## config.mk

```make
export PLATFORM = sky130hd
export DESIGN_NAME = heart_status_controller
export DESIGN_NICKNAME = d
export VERILOG_FILES = /design/src/rtl/heart_status_controller.sv
export SDC_FILE = /design/constraint.sdc
export NUM_CORES = 1
export LEC_CHECK = 0
export ABC_AREA = 1
export CORE_UTILIZATION = 48
export DETAILED_ROUTE_END_ITERATION = 8
export HOLD_SLACK_MARGIN = 0.1
export PLACE_DENSITY = 0.9
export SLEW_MARGIN = 10
export SYNTH_ARGS = -nofsm -noshare
export SYNTH_HDL_FRONTEND = slang
export SYNTH_SLANG_ARGS = --single-unit
```

## constraint.sdc

```tcl
create_clock -name clk_in -period 2.4 [get_ports clk_in]
set_input_delay 0.6 -clock clk_in [delete_from_list [all_inputs] [get_ports clk_in]]
set_output_delay 0.6 -clock clk_in [all_outputs]
set_load 0.005 [all_outputs]
```

## src/rtl/heart_status_controller.sv

```systemverilog
// Per-player HP / heart-animation controller feeding the heart sprite renderer.
// Define HEART_SHAKE_EN to add the BREAKING-state horizontal jitter on shake_out.
module heart_status_controller #(
  parameter int unsigned MAX_HP        = 100,
  parameter int unsigned INVULN_FRAMES = 60,
  parameter int unsigned BLINK_FRAMES  = 4,
  parameter int unsigned BREAK_FRAMES  = 30
) (
  input  logic        clk_in,
  input  logic        rst_in,
  input  logic [10:0] hcount_in,
  input  logic [9:0]  vcount_in,
  input  logic        hit_valid_in,
  input  logic [7:0]  damage_in,
  input  logic        heal_valid_in,
  input  logic [7:0]  heal_in,
  input  logic        restart_in,
  output logic [7:0]  hp_out,
  output logic        divided_out,
  output logic        visible_out,
  output logic        dead_out,
  output logic [1:0]  shake_out
);

  localparam int unsigned HP_W  = 8;
  localparam int unsigned CNT_W = 8;
  localparam int unsigned EXT_W = 9;

  localparam logic [HP_W-1:0]  HP_FULL     = HP_W'(MAX_HP);
  localparam logic [EXT_W-1:0] INVULN_LAST = EXT_W'(INVULN_FRAMES);
  localparam logic [EXT_W-1:0] BLINK_LAST  = EXT_W'(BLINK_FRAMES);
  localparam logic [EXT_W-1:0] BREAK_LAST  = EXT_W'(BREAK_FRAMES);

  typedef enum logic [1:0] {
    ALIVE    = 2'd0,
    INVULN   = 2'd1,
    BREAKING = 2'd2,
    DEAD     = 2'd3
  } state_t;

  state_t           state;
  logic [CNT_W-1:0] frame_cnt;
  logic [CNT_W-1:0] blink_cnt;
  logic             origin_q;

  logic             at_origin_c;
  logic             tick_c;
  logic [EXT_W-1:0] heal_sum_c;
  logic [HP_W-1:0]  heal_hp_c;
  logic [HP_W-1:0]  hit_hp_c;
  logic [EXT_W-1:0] frame_inc_c;
  logic [EXT_W-1:0] blink_inc_c;

  // Frame tick: rising edge of the (0,0) raster position, suppressed in reset
  assign at_origin_c = (hcount_in == 11'd0) && (vcount_in == 10'd0);
  assign tick_c      = at_origin_c && !origin_q && !rst_in;

  // Saturating HP arithmetic; heal uses a 9-bit sum so it cannot wrap
  assign heal_sum_c  = {1'b0, hp_out} + {1'b0, heal_in};
  assign heal_hp_c   = (heal_sum_c > {1'b0, HP_FULL}) ? HP_FULL : heal_sum_c[HP_W-1:0];
  assign hit_hp_c    = (damage_in >= hp_out) ? '0 : HP_W'(hp_out - damage_in);

  assign frame_inc_c = {1'b0, frame_cnt} + EXT_W'(1);
  assign blink_inc_c = {1'b0, blink_cnt} + EXT_W'(1);

`ifdef HEART_SHAKE_EN
  logic [1:0] shake_phase;
  logic [1:0] shake_phase_inc_c;
  logic [1:0] shake_next_c;

  // Jitter pattern 0,2,0,1 indexed by phase
  assign shake_phase_inc_c = shake_phase + 2'd1;
  assign shake_next_c      = (shake_phase_inc_c == 2'd1) ? 2'd2 :
                             (shake_phase_inc_c == 2'd3) ? 2'd1 : 2'd0;
`else
  assign shake_out = 2'd0;
`endif

  always_ff @(posedge clk_in) begin
    if (rst_in) begin
      state       <= ALIVE;
      frame_cnt   <= '0;
      blink_cnt   <= '0;
      origin_q    <= 1'b0;
      hp_out      <= HP_FULL;
      divided_out <= 1'b0;
      visible_out <= 1'b1;
      dead_out    <= 1'b0;
`ifdef HEART_SHAKE_EN
      shake_phase <= 2'd0;
      shake_out   <= 2'd0;
`endif
    end else begin
      origin_q <= at_origin_c;
      if (restart_in) begin
        state       <= ALIVE;
        frame_cnt   <= '0;
        blink_cnt   <= '0;
        hp_out      <= HP_FULL;
        divided_out <= 1'b0;
        visible_out <= 1'b1;
        dead_out    <= 1'b0;
`ifdef HEART_SHAKE_EN
        shake_phase <= 2'd0;
        shake_out   <= 2'd0;
`endif
      end else begin
        case (state)
          ALIVE: begin
            // A hit wins over a same-cycle heal
            if (hit_valid_in) begin
              hp_out    <= hit_hp_c;
              frame_cnt <= '0;
              blink_cnt <= '0;
              if (hit_hp_c == '0) begin
                state       <= BREAKING;
                divided_out <= 1'b1;
                visible_out <= 1'b1;
`ifdef HEART_SHAKE_EN
                shake_phase <= 2'd0;
                shake_out   <= 2'd0;
`endif
              end else begin
                state       <= INVULN;
                visible_out <= 1'b0;
              end
            end else if (heal_valid_in) begin
              hp_out <= heal_hp_c;
            end
          end

          INVULN: begin
            if (heal_valid_in) begin
              hp_out <= heal_hp_c;
            end
            // Separate blink counter avoids a modulo on the frame count
            if (tick_c) begin
              if (frame_inc_c == INVULN_LAST) begin
                state       <= ALIVE;
                visible_out <= 1'b1;
                frame_cnt   <= '0;
                blink_cnt   <= '0;
              end else begin
                frame_cnt <= frame_inc_c[CNT_W-1:0];
                if (blink_inc_c == BLINK_LAST) begin
                  blink_cnt   <= '0;
                  visible_out <= ~visible_out;
                end else begin
                  blink_cnt <= blink_inc_c[CNT_W-1:0];
                end
              end
            end
          end

          BREAKING: begin
            if (tick_c) begin
              if (frame_inc_c == BREAK_LAST) begin
                state     <= DEAD;
                dead_out  <= 1'b1;
                frame_cnt <= '0;
`ifdef HEART_SHAKE_EN
                shake_phase <= 2'd0;
                shake_out   <= 2'd0;
`endif
              end else begin
                frame_cnt <= frame_inc_c[CNT_W-1:0];
`ifdef HEART_SHAKE_EN
                shake_phase <= shake_phase_inc_c;
                shake_out   <= shake_next_c;
`endif
              end
            end
          end

          DEAD: begin
            // Only restart leaves DEAD
            dead_out    <= 1'b1;
            divided_out <= 1'b1;
          end

          default: begin
            state <= ALIVE;
          end
        endcase
      end
    end
  end

endmodule
```

==> impl_metrics.yaml <==
status:
  outcome: "complete, but fails checks"
  violations: "setup timing"
synthesis:
  yosys_warnings: 0
  ys_ff_latch: 30
  netlist_top_cells_area: "dfxtp_1 21%, nand2_1 17%, ha_1 10%"
  synth_edf_count: 0
  yosys.area.top_type: "dfxtp_1"
  synth.distinct_cells: 40
  yosysSeqAreaShare_pct: 20.9
  synth_top_area_share_pct: 20.9
  syn_inst: 466
  synth_flop_cell: "dfxtp_1"
  syn-cell-area_um2: 2870
  ys_async_sr_fraction_pct: 0
  syn_avg_cell_area_um2: 6.16
timing:
  setup_ws_ns: -0.104
  skew_ns: 0.0154
  fmax_ghz: 0.399
  period_share_pct: 104
  slew_headroom_pct: 65.1
  final_max_slew_viol_count: 0
  hold_violations: 0
  tightest_slew_ns: 0.523
  fin_tns_setup_ns: -0.118
  setup_viol: 2
  post-route-min-period_ns: 2.50
flow_run:
  cap_violations: 0
detailed_routing:
  drt_iter0_markers: 408
  drtPass1Iterations: 5
  wl_per_cell_um: 17.1
  detailroute.via_count: 3722
  routed_wl_um: 10900
  ant_nets: 0
  vias_per_cell: 5.85
  drc: 0
cells_and_area:
  final_cell_mix: "113 x nand2_1, 55 x inv_1, 45 x buf_4"
  area_growth_pct: 47.3
  layout.nets: 631
  drive_above_1_share_pct: 25.2
  antenna_cells_inserted: 0
  fin_area_um2: 4230
  final_util_pct: 74.9
  final_common_cell: "nand2_1"
floorplanning:
  num_rows: 27
  fp.dieH_um: 79.3
  initial_core_util_pct: 50.9
  die_w_um: 79.3
  core_area_um2: 5640
  design.die.area_um2: 6290
  io_pins: 55
power_and_ir_drop:
  total_power_mw: 3.22
  vdd_drop_max_uv: 512
  p_leak_nw: 1.99
  power_density_nw_per_um2: 761
global_route:
  gr-total-overflow: 0
  grt_pass1_vias: 3364
  grt_usage_pct: 28.6
  grt_max_degree: 15
  antenna_found_initial: 0
  grt_pass1_wl_um: 14200
clocking:
  cts_made_buffers: 5
  clk_pin_slew_ns: 0.07
  ctsHoldBuffers: 0
  clk_latency_ns: 0.30
  clock-sinks: 30
  cts_tree: "done"
  root_buffer: "clkbuf_8"
  cts.path.max_buffers: 2
  cts-htree-levels: 2
setup_path:
  worst-setup-path-type: "input pin to flip-flop"
  required_ns: 2.56
  critPathCaptureType: "flip-flop"
  cp-startpoint: "heal_in[5]"
  cp_max_fo: 7
  critical_path.reg2reg.startpoint: "hp_out[0]$_SDFFE_PP0P_"
  critical_path_arrival_ns: 2.66
  startpoint_type: "input pin"
placement:
  gp_congestion: 0.907
  dp.final_hpwl_um: 6170
  placed_area_um2: 3720
  port_buffers: 52
min_path:
  worstHoldStart: "dead_out$_SDFFE_PP0P_"
  min_path_type: "flip-flop to flip-flop"
[critical path: stages]
cell	delay, ns
clkdlybuf4s50_1	0.40
ha_1	0.36
a21oi_2	0.24
nand2_1	0.10
nand2_1	0.10
nand2_1	0.07
nand3b_1	0.31
nand3_1	0.18
nand2_1	0.08
nand2_1	0.11
a21oi_1	0.10
[stage by stage]
step | worst slack [ns] | hold WS [ns] | cells
3_3_place_gp | -0.427 | 0.449 | 621
3_5_place_dp | -0.548 | 0.451 | 621
5_1_grt | -0.161 | 0.483 | 636
6_report | -0.104 | 0.457 | 636
2_1_floorplan | 0.120 | 0.447 | 467
4_1_cts | 0.00483 | 0.460 | 634
[per-layer routing]
layer	part of all wire (%)	vias to the layer above	GRT usage, %	wire [µm]
met5	0	-	0	0
met1	36	1690	31.8	3890
met3	9.8	84	6.67	1070
met4	6.8	0	14.2	737
met2	48	275	50.6	5190
li1	-	1673	-	-
[Yosys cell counts, drive strengths merged, types with 4 or more instances]
library cell,n
nand3,36
nand3b,9
dfxtp,30
ha,24
xor2,8
or2,6
xnor2,4
a21oi,35
buf,5
o21ai,15
nor2,59
nand2,135
inv,69
nand4,12
[cell type report]
| cell class | instances | area, µm² |
|---|---|---|
| repair buffers | 97 | 873 |
| multi-input cells | 359 | 2310 |
| inverters | 70 | 263 |
| clock inverters | 1 | 5.00 |
| fillers | 364 | 1420 |
| clock buffers | 7 | 86.3 |
| well taps | 72 | 90.1 |
| flip-flops and latches | 30 | 602 |
[report_power, final]
part / total [mW] / switching (mW) / internal, mW
clock network: 0.434 / 0.203 / 0.231
registers: 0.663 / 0.0979 / 0.565
logic: 2.12 / 1.21 / 0.905
total: 3.22 / 1.51 / 1.70
[timing repair]
item,4_1_cts,5_1_grt
setup endpoints to repair,11,18
gates resized for setup,37,63
setup buffers,5,2
pin swaps,21,38
endpoints found under the hold margin,0,0
[registers in the layout, indices dropped and copies added, names as in the netlist]
register,cells
blink_cnt,8
frame_cnt,8
hp_out,8
state,2
dead_out,1
divided_out,1
origin_q,1
visible_out,1
[path summary, 6_finish.rpt]
kind / to / cells past startpoint / slack [ns]
setup / recovery: hp_out[1]$_SDFFE_PP0P_ / 11 / -0.10
hold reg to reg: dead_out$_SDFFE_PP0P_ / 2 / 0.46
setup reg to reg: hp_out[1]$_SDFFE_PP0P_ / 14 / -0.09
hold / removal: dead_out$_SDFFE_PP0P_ / 2 / 0.46
[kinds of logic after synthesis]
| logic type | Yosys count | synth area share (%) |
|---|---|---|
| and+or+nand+nor | 260 | 41.3 |
| other | 1 | 0.131 |
| muxes | 1 | 0.349 |
| DFF | 30 | 20.9 |
| AOI/OAI and AO/OA | 58 | 10.9 |
| buffers and inverters | 78 | 10.9 |
| adders and majority gates | 26 | 11.9 |
| xor gates and xnor gates | 12 | 3.66 |
Power figures use the tool's default switching activity.
